===== config.mk =====
export PLATFORM = sky130hd
export DESIGN_NAME = ex_mem_stage_reg_flat
export DESIGN_NICKNAME = d
export VERILOG_FILES = /design/src/rtl/cpu_pkg.sv /design/src/rtl/ex_mem_stage_reg_if.sv /design/src/rtl/ex_mem_stage_reg_flag_unit.sv /design/src/rtl/ex_mem_stage_reg.sv /design/src/flat_wrapper.sv
export SDC_FILE = /design/constraint.sdc
export NUM_CORES = 1
export LEC_CHECK = 0
export ABC_AREA = 1
export BUFFER_PORTS_ARGS = -buffer_cell sky130_fd_sc_hd__clkbuf_2
export CAP_MARGIN = 20
export CORE_AREA = 2 2 112 114
export DETAILED_ROUTE_END_ITERATION = 12
export DIE_AREA = 0 0 114 116
export PLACE_DENSITY = 0.75
export SLEW_MARGIN = 20
export SYNTH_ARGS = -nofsm -noshare
export SYNTH_HDL_FRONTEND = slang
export SYNTH_SLANG_ARGS = --single-unit

===== constraint.sdc =====
create_clock -name clk -period 1.3 [get_ports clk]
set_clock_uncertainty 0.05 [all_clocks]
set_input_delay 0.195 -clock clk [delete_from_list [all_inputs] [get_ports clk]]
set_output_delay 0.195 -clock clk [all_outputs]
set_load 0.02 [all_outputs]

===== src/rtl/cpu_pkg.sv =====
// Shared widths and types for the ARM pipeline datapath.
// Flag and memory-control structs are packed so they drop straight into registers.
package cpu_pkg;

  localparam int DATA_W     = 64;
  localparam int REG_ADDR_W = 5;

  typedef struct packed {
    logic n;
    logic z;
    logic v;
    logic c;
  } flags_t;

  typedef struct packed {
    logic reg_write;
    logic mem_write;
    logic mem_read;
    logic mem_to_reg;
  } mem_ctrl_t;

  function automatic flags_t calc_flags(input logic [DATA_W-1:0] result,
                                        input logic overflow,
                                        input logic carry);
    flags_t f;
    f.n = result[DATA_W-1];
    f.z = ~|result;
    f.v = overflow;
    f.c = carry;
    return f;
  endfunction

endpackage


===== src/rtl/ex_mem_stage_reg_if.sv =====
// EX -> MEM boundary bundle: EX-side inputs, MEM-side registered outputs, flag bypass.
// master = the EX stage / surrounding pipeline, slave = the stage register itself.
interface ex_mem_stage_reg_if #(
  parameter int DATA_W     = cpu_pkg::DATA_W,
  parameter int REG_ADDR_W = cpu_pkg::REG_ADDR_W
);
  logic                  stall;
  logic                  flush;
  logic                  in_valid;
  logic [DATA_W-1:0]     alu_result;
  logic                  alu_carry;
  logic                  alu_overflow;
  logic                  set_flags;
  logic [DATA_W-1:0]     store_data;
  logic [REG_ADDR_W-1:0] rd;
  logic                  reg_write;
  logic                  mem_write;
  logic                  mem_read;
  logic                  mem_to_reg;

  logic                  out_valid;
  logic [DATA_W-1:0]     result_q;
  logic [DATA_W-1:0]     store_data_q;
  logic [REG_ADDR_W-1:0] rd_q;
  logic                  reg_write_q;
  logic                  mem_write_q;
  logic                  mem_read_q;
  logic                  mem_to_reg_q;
  logic [3:0]            flags_q;
  logic [3:0]            flags_fwd;

  modport master (
    output stall, flush, in_valid, alu_result, alu_carry, alu_overflow, set_flags,
           store_data, rd, reg_write, mem_write, mem_read, mem_to_reg,
    input  out_valid, result_q, store_data_q, rd_q, reg_write_q, mem_write_q,
           mem_read_q, mem_to_reg_q, flags_q, flags_fwd
  );

  modport slave (
    input  stall, flush, in_valid, alu_result, alu_carry, alu_overflow, set_flags,
           store_data, rd, reg_write, mem_write, mem_read, mem_to_reg,
    output out_valid, result_q, store_data_q, rd_q, reg_write_q, mem_write_q,
           mem_read_q, mem_to_reg_q, flags_q, flags_fwd
  );
endinterface


===== src/rtl/ex_mem_stage_reg_flag_unit.sv =====
// NZVC formation from the ALU output, architectural flag register and B.cond bypass.
// The register only moves when a real flag-setting instruction is accepted.
module flag_unit #(
  parameter int DATA_W = cpu_pkg::DATA_W
) (
  input  logic              clk,
  input  logic              reset,
  input  logic              enable,
  input  logic [DATA_W-1:0] alu_result,
  input  logic              carry,
  input  logic              overflow,
  input  logic              set_flags,
  input  logic              in_valid,
  output cpu_pkg::flags_t   flags_q,
  output cpu_pkg::flags_t   flags_fwd
);
  import cpu_pkg::*;

  flags_t flags_next;
  flags_t flags_reg;
  logic   flag_write;

  always_comb begin
    flags_next   = '0;
    flags_next.n = alu_result[DATA_W-1];
    flags_next.z = ~|alu_result;
    flags_next.v = overflow;
    flags_next.c = carry;
  end

  assign flag_write = in_valid & set_flags;

  always_ff @(posedge clk) begin
    if (reset) begin
      flags_reg <= '0;
    end else if (enable && flag_write) begin
      flags_reg <= flags_next;
    end
  end

  // A B.cond right behind a SUBS sees the new flags before they are registered.
  assign flags_fwd = flag_write ? flags_next : flags_reg;
  assign flags_q   = flags_reg;

endmodule


===== src/rtl/ex_mem_stage_reg.sv =====
// EX/MEM pipeline register with stall/flush and architectural flag handling.
// Define EXMEM_PERF_CNT_EN to add saturating stall_cnt / bubble_cnt outputs.
module ex_mem_stage_reg #(
  parameter int DATA_W     = cpu_pkg::DATA_W,
  parameter int REG_ADDR_W = cpu_pkg::REG_ADDR_W
) (
  input  logic               clk,
  input  logic               reset,
  ex_mem_stage_reg_if.slave  bus
`ifdef EXMEM_PERF_CNT_EN
  ,
  output logic [31:0]        stall_cnt,
  output logic [31:0]        bubble_cnt
`endif
);
  import cpu_pkg::*;

  logic                  valid_reg;
  logic [DATA_W-1:0]     result_reg;
  logic [DATA_W-1:0]     store_reg;
  logic [REG_ADDR_W-1:0] rd_reg;
  mem_ctrl_t             ctrl_reg;
  mem_ctrl_t             ctrl_next;
  flags_t                flags_q_w;
  flags_t                flags_fwd_w;

  always_comb begin
    ctrl_next            = '0;
    ctrl_next.reg_write  = bus.reg_write;
    ctrl_next.mem_write  = bus.mem_write;
    ctrl_next.mem_read   = bus.mem_read;
    ctrl_next.mem_to_reg = bus.mem_to_reg;
  end

  // Data fields are left untouched on flush; only valid and control are cleared.
  always_ff @(posedge clk) begin
    if (reset) begin
      valid_reg  <= 1'b0;
      result_reg <= '0;
      store_reg  <= '0;
      rd_reg     <= '0;
      ctrl_reg   <= '0;
    end else if (bus.flush) begin
      valid_reg <= 1'b0;
      ctrl_reg  <= '0;
    end else if (!bus.stall) begin
      valid_reg  <= bus.in_valid;
      result_reg <= bus.alu_result;
      store_reg  <= bus.store_data;
      rd_reg     <= bus.rd;
      ctrl_reg   <= bus.in_valid ? ctrl_next : '0;
    end
  end

  flag_unit #(.DATA_W(DATA_W)) u_flag_unit (
    .clk        (clk),
    .reset      (reset),
    .enable     (~bus.stall & ~bus.flush),
    .alu_result (bus.alu_result),
    .carry      (bus.alu_carry),
    .overflow   (bus.alu_overflow),
    .set_flags  (bus.set_flags),
    .in_valid   (bus.in_valid),
    .flags_q    (flags_q_w),
    .flags_fwd  (flags_fwd_w)
  );

  assign bus.out_valid    = valid_reg;
  assign bus.result_q     = result_reg;
  assign bus.store_data_q = store_reg;
  assign bus.rd_q         = rd_reg;
  assign bus.reg_write_q  = ctrl_reg.reg_write;
  assign bus.mem_write_q  = ctrl_reg.mem_write;
  assign bus.mem_read_q   = ctrl_reg.mem_read;
  assign bus.mem_to_reg_q = ctrl_reg.mem_to_reg;
  assign bus.flags_q      = flags_q_w;
  assign bus.flags_fwd    = flags_fwd_w;

`ifdef EXMEM_PERF_CNT_EN
  logic [1:0]  cnt_inc;
  logic [31:0] cnt_out [2];

  // [0] stall cycles, [1] edges that load a bubble (flush or invalid without stall).
  assign cnt_inc[0] = bus.stall;
  assign cnt_inc[1] = bus.flush | (~bus.stall & ~bus.in_valid);

  for (genvar gi = 0; gi < 2; gi++) begin : g_cnt
    logic [31:0] cnt_reg;
    always_ff @(posedge clk) begin
      if (reset) begin
        cnt_reg <= '0;
      end else if (cnt_inc[gi] && (cnt_reg != 32'hFFFF_FFFF)) begin
        cnt_reg <= cnt_reg + 32'd1;
      end
    end
    assign cnt_out[gi] = cnt_reg;
  end

  assign stall_cnt  = cnt_out[0];
  assign bubble_cnt = cnt_out[1];
`endif

endmodule


===== src/flat_wrapper.sv =====
// flat-port wrapper written by rule: the top's interface ports become plain ports
module ex_mem_stage_reg_flat import cpu_pkg::*;
#(
  parameter int DATA_W     = cpu_pkg::DATA_W,
  parameter int REG_ADDR_W = cpu_pkg::REG_ADDR_W
)
  (clk, reset, bus_stall, bus_flush, bus_in_valid, bus_alu_result, bus_alu_carry, bus_alu_overflow, bus_set_flags, bus_store_data, bus_rd, bus_reg_write, bus_mem_write, bus_mem_read, bus_mem_to_reg, bus_out_valid, bus_result_q, bus_store_data_q, bus_rd_q, bus_reg_write_q, bus_mem_write_q, bus_mem_read_q, bus_mem_to_reg_q, bus_flags_q, bus_flags_fwd);
  ex_mem_stage_reg_if #(.DATA_W(DATA_W), .REG_ADDR_W(REG_ADDR_W)) bus_i ();
  input  logic clk;
  input  logic reset;
  input wire logic [$bits(bus_i.stall)-1:0] bus_stall;
  input wire logic [$bits(bus_i.flush)-1:0] bus_flush;
  input wire logic [$bits(bus_i.in_valid)-1:0] bus_in_valid;
  input wire logic [$bits(bus_i.alu_result)-1:0] bus_alu_result;
  input wire logic [$bits(bus_i.alu_carry)-1:0] bus_alu_carry;
  input wire logic [$bits(bus_i.alu_overflow)-1:0] bus_alu_overflow;
  input wire logic [$bits(bus_i.set_flags)-1:0] bus_set_flags;
  input wire logic [$bits(bus_i.store_data)-1:0] bus_store_data;
  input wire logic [$bits(bus_i.rd)-1:0] bus_rd;
  input wire logic [$bits(bus_i.reg_write)-1:0] bus_reg_write;
  input wire logic [$bits(bus_i.mem_write)-1:0] bus_mem_write;
  input wire logic [$bits(bus_i.mem_read)-1:0] bus_mem_read;
  input wire logic [$bits(bus_i.mem_to_reg)-1:0] bus_mem_to_reg;
  output wire logic [$bits(bus_i.out_valid)-1:0] bus_out_valid;
  output wire logic [$bits(bus_i.result_q)-1:0] bus_result_q;
  output wire logic [$bits(bus_i.store_data_q)-1:0] bus_store_data_q;
  output wire logic [$bits(bus_i.rd_q)-1:0] bus_rd_q;
  output wire logic [$bits(bus_i.reg_write_q)-1:0] bus_reg_write_q;
  output wire logic [$bits(bus_i.mem_write_q)-1:0] bus_mem_write_q;
  output wire logic [$bits(bus_i.mem_read_q)-1:0] bus_mem_read_q;
  output wire logic [$bits(bus_i.mem_to_reg_q)-1:0] bus_mem_to_reg_q;
  output wire logic [$bits(bus_i.flags_q)-1:0] bus_flags_q;
  output wire logic [$bits(bus_i.flags_fwd)-1:0] bus_flags_fwd;
  assign bus_i.stall = bus_stall;
  assign bus_i.flush = bus_flush;
  assign bus_i.in_valid = bus_in_valid;
  assign bus_i.alu_result = bus_alu_result;
  assign bus_i.alu_carry = bus_alu_carry;
  assign bus_i.alu_overflow = bus_alu_overflow;
  assign bus_i.set_flags = bus_set_flags;
  assign bus_i.store_data = bus_store_data;
  assign bus_i.rd = bus_rd;
  assign bus_i.reg_write = bus_reg_write;
  assign bus_i.mem_write = bus_mem_write;
  assign bus_i.mem_read = bus_mem_read;
  assign bus_i.mem_to_reg = bus_mem_to_reg;
  assign bus_out_valid = bus_i.out_valid;
  assign bus_result_q = bus_i.result_q;
  assign bus_store_data_q = bus_i.store_data_q;
  assign bus_rd_q = bus_i.rd_q;
  assign bus_reg_write_q = bus_i.reg_write_q;
  assign bus_mem_write_q = bus_i.mem_write_q;
  assign bus_mem_read_q = bus_i.mem_read_q;
  assign bus_mem_to_reg_q = bus_i.mem_to_reg_q;
  assign bus_flags_q = bus_i.flags_q;
  assign bus_flags_fwd = bus_i.flags_fwd;
  ex_mem_stage_reg #(.DATA_W(DATA_W), .REG_ADDR_W(REG_ADDR_W)) u_core (.clk(clk), .reset(reset), .bus(bus_i));
endmodule

* Word-level counts from Yosys, hierarchy flattened
Index checks and enable logic that the tools add are counted.
Storage, ports and cells: bits in latches 0, memories kept 0, flip-flop bits (word level) 142, word-level logic and storage cells 23, memory bits (writable) 0, memory bits (read-only) 0
Cells by class: divide/modulo/power cells 0, multipliers 0, equal/unequal tests 0, multiplexer cells 2, bitwise gates (word level) 4, reduce and logical (&&, ||, !) cells 5, order comparisons 0, shift-type cells 0, add/sub/neg operators 0
Operators by type and width (number):
- 64-bit OR reduction | 1
- 4-bit 2-to-1 mux | 2
- 1-bit bitwise AND | 2
- 1-bit NOT | 2
- 2-bit AND reduction | 1
- 2-bit OR reduction | 1
- 1-bit logical AND | 1
- 1-bit logical NOT | 1

* Longest topological paths before layout
Gate-level depths: netlist of run 1.
depth after elaboration 3, gate-level depth with buffers 7, depth with buffers taken out 7

* Hierarchy
A second synthesis of run 1 with hierarchy kept.
Unflattened totals: cells, all modules 957, area total of the unflattened synthesis 6064.6 um2
By module, submodules not included:
- ex_mem_stage_reg | cells each 866, seq. area each 2762.6 um2, area each 5637.9 um2, instances 1
- flag_unit | cells each 91, seq. area each 80.1 um2, area each 426.7 um2, instances 1

* Least setup slack after synthesis of run 1
Ideal clock, no wire load.
path type input port to output port, start in bus_alu_result[59], end out bus_flags_fwd[2], stages 7, data arrival time 1099 ps, slack -44 ps, cells stage by stage nor2_1 > nand2_1 > nor2_1 > nand2_1 > nor2_1 > nand2_1 > o21ai_0
Between the ends: word-level cells in the longest chain between the ends 3
Ends and longest elaborated chain:
- from (decl) | RTL line flat_wrapper.sv:14 | input wire logic [$bits(bus_i.alu_result)-1:0] bus_alu_result;
- 64-bit OR reduction | RTL line ex_mem_stage_reg_flag_unit.sv:26 | flags_next.z = ~|alu_result;
- 1-bit logical NOT | RTL line ex_mem_stage_reg_flag_unit.sv:26
- 4-bit 2-to-1 mux | RTL line ex_mem_stage_reg_flag_unit.sv:42 | assign flags_fwd = flag_write ? flags_next : flags_reg;
- to (decl) | RTL line flat_wrapper.sv:33 | output wire logic [$bits(bus_i.flags_fwd)-1:0] bus_flags_fwd;
Every way passes these cells.

* Worst setup path after layout of run 1
start in bus_alu_result[55], end out bus_flags_fwd[2]
The elaborated chain is that of the path after synthesis.

==> impl_metrics.env, run 1 <==
export IMPL_ys_seq_area_frac=0.544
export IMPL_cts_sinks=142
export IMPL_synth_seq_cells=142
export IMPL_regToRegStartpoint="u_core.bus.store_data_q[8]"
export IMPL_slew_violations=0
export IMPL_grt_usage=0.276
export IMPL_antenna_found_initial=0
export IMPL_violations="setup timing"
export IMPL_synth_distinct_cells=14
export IMPL_p_switching_w=0.00304
export IMPL_slew_headroom=0.775
export IMPL_finalNonFillerCells=1267
export IMPL_rsz0062_at_grt="yes"
export IMPL_first_pass_iters=5
export IMPL_worstSetupEndpointType="primary output"
export IMPL_powerDensity_nw_per_um2=1340
export IMPL_avgRoutedWirePerCell_um=15.1
export IMPL_cp_data_required_time_ps=1050
export IMPL_hold_path_end="u_core.bus.result_q[53]"
export IMPL_drv_cap=0
export IMPL_path_class="input pin to primary output"
export IMPL_mostFrequentLayoutCells="nor2_1, clkbuf_2, dfxtp_1"
export IMPL_synth_cells=692
export IMPL_fmax_ghz=0.688
export IMPL_ff2ff_setup_slack_ps=500
export IMPL_cp_start_kind="input pin"
export IMPL_multi_input_area_um2=2170
export IMPL_timing_final_ws_setup_ps=-153
export IMPL_holdCritPathClass="input pin to register"
export IMPL_initial_utilization=0.438
export IMPL_path_clk_slew_ps=60
export IMPL_seq_power_share=0.403
export IMPL_core_area_um2=11900
export IMPL_timing_final_crit_period_ps=1450
export IMPL_io_buffers=290
export IMPL_power_share_combinational=0.163
export IMPL_fill_cells=815
export IMPL_hpwlAfterDp_mm=11.2
export IMPL_clkPwrFrac=0.434
export IMPL_drtIter0Drc=527
export IMPL_hold_depth=3
export IMPL_finalSetupViolCount=2
export IMPL_swShare=0.256
export IMPL_drc=0
export IMPL_power_leakage_nw=4.43
export IMPL_pre_cts_slack_ps=-312
export IMPL_syn_cell_area_um2=5220
export IMPL_reg2reg_depth=2
export IMPL_synth_nets=837
export IMPL_cts_buffer_depth=2
export IMPL_overflow=0
export IMPL_crit_fanout=2
export IMPL_hold_viol_final=0
export IMPL_grt_max_degree=77
export IMPL_cts_root_buffer="clkbuf_16"
export IMPL_grt_pass1_vias=6050
export IMPL_fin_nets=1250
export IMPL_die_area_um2=13200
export IMPL_numCtsBuffers=17
export IMPL_wirelength_mm=19.1
export IMPL_postRouteAntennaNets=0
export IMPL_worstHoldStart="bus_alu_result[53]"
export IMPL_yosys_warnings=0
export IMPL_areaGrowthSynthToFinish_pct=69.4
export IMPL_worstMarginPinSlew_ps=337
export IMPL_io_pins=291
export IMPL_rows=40
export IMPL_period_share=1.12
export IMPL_die_w_um=114
export IMPL_drive_gt1_frac=0.363
export IMPL_status="finished with violations"
export IMPL_ir_drop_uv=945
export IMPL_synth_avg_cell_area_um2=7.55
export IMPL_worstPathArrival_ps=1210
export IMPL_vias_per_cell=4.92
export IMPL_gp_congestion=0.805
export IMPL_clkLatencyLatePin_ps=400
export IMPL_place_inst=1132
export IMPL_tritoncts="done"
export IMPL_vias=6229
export IMPL_reg2reg_to="u_core.bus.store_data_q[8]"
export IMPL_p_int_w=0.00883
export IMPL_cts_htree_levels=4
export IMPL_grt_pass1_wl_mm=28.8
export IMPL_regArea_um2=2850
export IMPL_layout_commonest_cell="nor2_1"
export IMPL_fp_dieH_um=116
## worst max-delay path by stage
stage | start | endpoint | slack (ps) | cells past startpoint
final | bus_alu_result[55] | bus_flags_fwd[2] | -150 | 9
after global routing | bus_alu_result[55] | bus_flags_fwd[2] | -210 | 9
after CTS | bus_alu_result[38] | bus_flags_fwd[2] | -150 | 9
after detailed placement | bus_alu_result[59] | bus_flags_fwd[2] | -310 | 9
after global placement | bus_alu_result[52] | bus_flags_fwd[2] | -290 | 9
after floorplan | u_core.u_flag_unit.flags_q[0] | bus_flags_fwd[0] | 60 | 2
## cells in the mapped netlist (all sizes together)
cell    count  area, um2
a21oi       8       40.0
o21ai     140        701
or2         1       6.26
nand2      37        139
inv         7       26.3
buf        24        200
dfxtp     142       2840
clkbuf     20       75.1
nor2      313       1190
## final cells by class
class	count	share of cell area
Clock buffer	21	0.0532
Timing Repair Buffer	438	0.337
Clock inverter	11	0.0184
Sequential cell	142	0.322
Antenna cell	2	0.000566
Tap cell	147	0.0208
Multi-Input combinational cell	499	0.245
Inverter	7	0.00325
## per-stage QoR
step / TNS [ps] / hold slack (ps) / area, um2 / utilization / power, W
global route: -352 / 7.77 / 8840 / 0.742 / 0.0123
CTS: -190 / 0.966 / 8710 / 0.731 / 0.0118
finish: -157 / 5.47 / 8840 / 0.743 / 0.0119
global placement: -387 / 366 / 7040 / 0.591 / 0.00644
floorplan: 0 / 280 / 5220 / - / 0.00571
detailed placement: -437 / 375 / 7040 / 0.591 / 0.00646
## timing repair
item / 4_1_cts / 5_1_grt
resized for setup: 19 / 40
hold buffers: 96 / 0
cloned: 0 / 0
hold endpoints to repair: 96 / 0
buffers inserted: 4 / 1
setup endpoints to repair: 4 / 4
pin swaps: 9 / 19
## cell families (layout without fill, tap and decap cells)
family	after synthesis	after routing	synth area share
flops	142	142	0.544
compound gates	148	148	0.142
simple gates	351	351	0.256
other cells	0	2	0
buf+inv	51	477	0.0578
## sequential cells by signal, indices dropped and copies added, names as in the netlist
| register | count |
|---|---|
| u_core.bus.result_q | 64 |
| u_core.bus.store_data_q | 64 |
| u_core.bus.rd_q | 5 |
| u_core.u_flag_unit.flags_q | 4 |
| u_core.bus.mem_read_q | 1 |
| u_core.bus.mem_to_reg_q | 1 |
| u_core.bus.mem_write_q | 1 |
| u_core.bus.out_valid | 1 |
| u_core.bus.reg_write_q | 1 |
## critical path, stage by stage
cell      delay [ps]
clkbuf_2         120
nor2_4           100
nand2_2           70
nor2_4           120
nand2_2           80
nor2_4           160
nand2_2           80
o21ai_2          150
buf_6            130
## power groups by stage
stage	registers (W)	clock network [W]	logic, W
floorplan	0.00520	0	0.000512
global placement	0.00485	0	0.00159
detailed placement	0.00486	0	0.00160
CTS	0.00477	0.00521	0.00185
global route	0.00481	0.00542	0.00209
finish	0.00478	0.00515	0.00193
## metal layers
layer,wire length [um],GRT usage
met1,6950,0.284
met2,9570,0.493
met3,1870,0.103
met4,681,0.138
met5,0,0
(Power assumes the default switching activity.)
==> run 2, diff against run 1 <==
--- a/config.mk
+++ b/config.mk
@@ -6,9 +6,10 @@
 export NUM_CORES = 1
 export LEC_CHECK = 0
 export ABC_AREA = 1
-export BUFFER_PORTS_ARGS = -buffer_cell sky130_fd_sc_hd__clkbuf_2
+export BUFFER_PORTS_ARGS = -buffer_cell sky130_fd_sc_hd__buf_2
 export CAP_MARGIN = 20
 export CORE_AREA = 2 2 112 114
+export CTS_CLUSTER_DIAMETER = 120
 export DETAILED_ROUTE_END_ITERATION = 12
 export DIE_AREA = 0 0 114 116
 export PLACE_DENSITY = 0.75
==> run 2 against run 1 <==
  * The flow still finishes with violations (setup timing)
  * Fmax decreased by 0.13%
  * Clock power about the same
  * Flip-flop and latch count unchanged
  * Total power increased by 0.58%
  * Combinational power increased by 4%
  * First-iteration DRC count decreased by 5.9%
  * Routed wire length increased by 6.5%
  * Sequential power about the same
  * Critical path depth unchanged
  * Core utilization increased by 1.5 points
  * Global-route usage increased by 1.8 points
  * Via count increased by 2.7%
==> impl_metrics.env, run 2 (same netlist as run 1, synthesis figures left out) <==
export IMPL_crit_fanout=2
export IMPL_cp_top_family="simple AND/OR/NAND/NOR gates"
export IMPL_power_leakage_nw=4.53
export IMPL_holdCritPathClass="input pin to register"
export IMPL_slew_headroom=0.779
export IMPL_powerDensity_nw_per_um2=1320
export IMPL_die_w_um=114
export IMPL_fp_dieH_um=116
export IMPL_slew_violations=0
export IMPL_io_buffers=290
export IMPL_status="finished with violations"
export IMPL_core_area_um2=11900
export IMPL_clkLatencyLatePin_ps=410
export IMPL_gp_congestion=0.798
export IMPL_pre_cts_slack_ps=-303
export IMPL_finalPower_w=0.0119
export IMPL_vias=6398
export IMPL_first_pass_iters=5
export IMPL_fill_cells=804
export IMPL_layout_commonest_cell="nor2_1"
export IMPL_timing_final_ws_setup_ps=-155
export IMPL_avgRoutedWirePerCell_um=16.0
export IMPL_clkPwrFrac=0.432
export IMPL_cp_data_required_time_ps=1050
export IMPL_fmax_ghz=0.687
export IMPL_wirelength_mm=20.3
export IMPL_hold_viol_final=0
export IMPL_fin_area_um2=9020
export IMPL_worstMarginPinSlew_ps=331
export IMPL_path_class="input pin to primary output"
export IMPL_tritoncts="done"
export IMPL_antenna_found_initial=1
export IMPL_rows=40
export IMPL_place_area_um2=6990
export IMPL_io_pins=291
export IMPL_grt_max_degree=73
export IMPL_hpwlAfterDp_mm=11.3
export IMPL_final_util=0.757
export IMPL_cts_root_buffer="clkbuf_16"
export IMPL_worstSetupEndpointType="primary output"
export IMPL_ir_drop_uv=914
export IMPL_timing_final_crit_period_ps=1460
export IMPL_worst_hold_slack_ps=26.4
export IMPL_power_share_combinational=0.168
export IMPL_mostFrequentLayoutCells="nor2_1, buf_2, dfxtp_1"
export IMPL_worstPathArrival_ps=1210
export IMPL_rsz0062_at_grt="yes"
export IMPL_grt_pass1_wl_mm=30.5
export IMPL_areaGrowthSynthToFinish_pct=72.8
export IMPL_finalSetupViolCount=1
export IMPL_swShare=0.261
export IMPL_initial_utilization=0.438
export IMPL_p_int_w=0.00882
export IMPL_critical_path_slowest_cell="nor2_4"
export IMPL_drive_gt1_frac=0.365
export IMPL_drtIter0Drc=496
export IMPL_overflow=0
export IMPL_path_clk_slew_ps=60
export IMPL_cts_buffer_depth=2
export IMPL_cp_start_kind="input pin"
export IMPL_p_switching_w=0.00311
export IMPL_drc=0
export IMPL_numCtsBuffers=17
export IMPL_critical_path_max_stage_delay_ps=150
export IMPL_cts_htree_levels=4
export IMPL_cts_sinks=142
export IMPL_grt_pass1_vias=6413
export IMPL_seq_power_share=0.400
export IMPL_violations="setup timing"
export IMPL_grt_usage=0.294
export IMPL_drv_cap=0
export IMPL_vias_per_cell=5.03
export IMPL_crit_buf_inv=2
export IMPL_postRouteAntennaNets=0
export IMPL_fin_nets=1257
export IMPL_cp_cell_sequence="buf_6 > nor2_4 > nand2_2 > nor2_4 > nand2_2 > nor2_4 > nand2_2 > o21ai_2 > buf_6"
export IMPL_period_share=1.12
export IMPL_ff2ff_setup_slack_ps=490
export IMPL_die_area_um2=13200
==> run 2: final cells by class <==
class                   count  area, um2  area share
clock buffers              21        460      0.0510
inverters                   7       28.8     0.00319
clock inverters            11        164      0.0182
repair buffers            445       3120       0.345
flip-flops and latches    142       2850       0.315
multi-input cells         499       2220       0.246
well taps                 147        184      0.0204
diodes                      1       2.50    0.000277
==> run 2: final timing paths <==
check	cells past startpoint	startpoint	end
setup reg to reg	2	u_core.bus.store_data_q[55]	u_core.bus.store_data_q[55]
setup / recovery	9	bus_alu_result[61]	bus_flags_fwd[2]
hold reg to reg	2	u_core.bus.mem_write_q	u_core.bus.mem_write_q
hold / removal	3	bus_alu_result[2]	u_core.bus.result_q[2]
==> run 2: repair_timing <==
item / in CTS / in global routing
setup buffers: 8 / 0
hold endpoints to repair: 108 / 0
resized for setup: 36 / 44
setup endpoints to repair: 4 / 6
hold buffers: 108 / 0
pin swaps: 19 / 26
==> run 2: power by group through the flow <==
stage / clock, W / sequential (W) / combinational [W]
3_3_place_gp: 0 / 0.00484 / 0.00159
2_1_floorplan: 0 / 0.00520 / 0.000512
3_5_place_dp: 0 / 0.00485 / 0.00161
4_1_cts: 0.00518 / 0.00476 / 0.00190
6_report: 0.00515 / 0.00478 / 0.00201
5_1_grt: 0.00541 / 0.00480 / 0.00216
==> run 2: metal layers <==
| metal | vias up | share of wire | global-route usage |
|---|---|---|---|
| li1 | 3049 | - | - |
| met1 | 2886 | 0.36 | 0.293 |
| met2 | 376 | 0.49 | 0.519 |
| met3 | 87 | 0.099 | 0.115 |
| met4 | 0 | 0.051 | 0.176 |
| met5 | - | 0 | 0 |
==> run 2: tightest hold or removal path: cells and delay by family <==
family | cells | cell delay (ps)
buf+inv | 1 | 120
simple gates | 2 | 140
==> run 2: metrics by stage <==
stage | instances | setup TNS, ps
after floorplan | 692 | 0
after global placement | 1126 | -375
after detailed placement | 1126 | -447
after CTS | 1274 | -180
after global routing | 1273 | -268
final | 1273 | -155
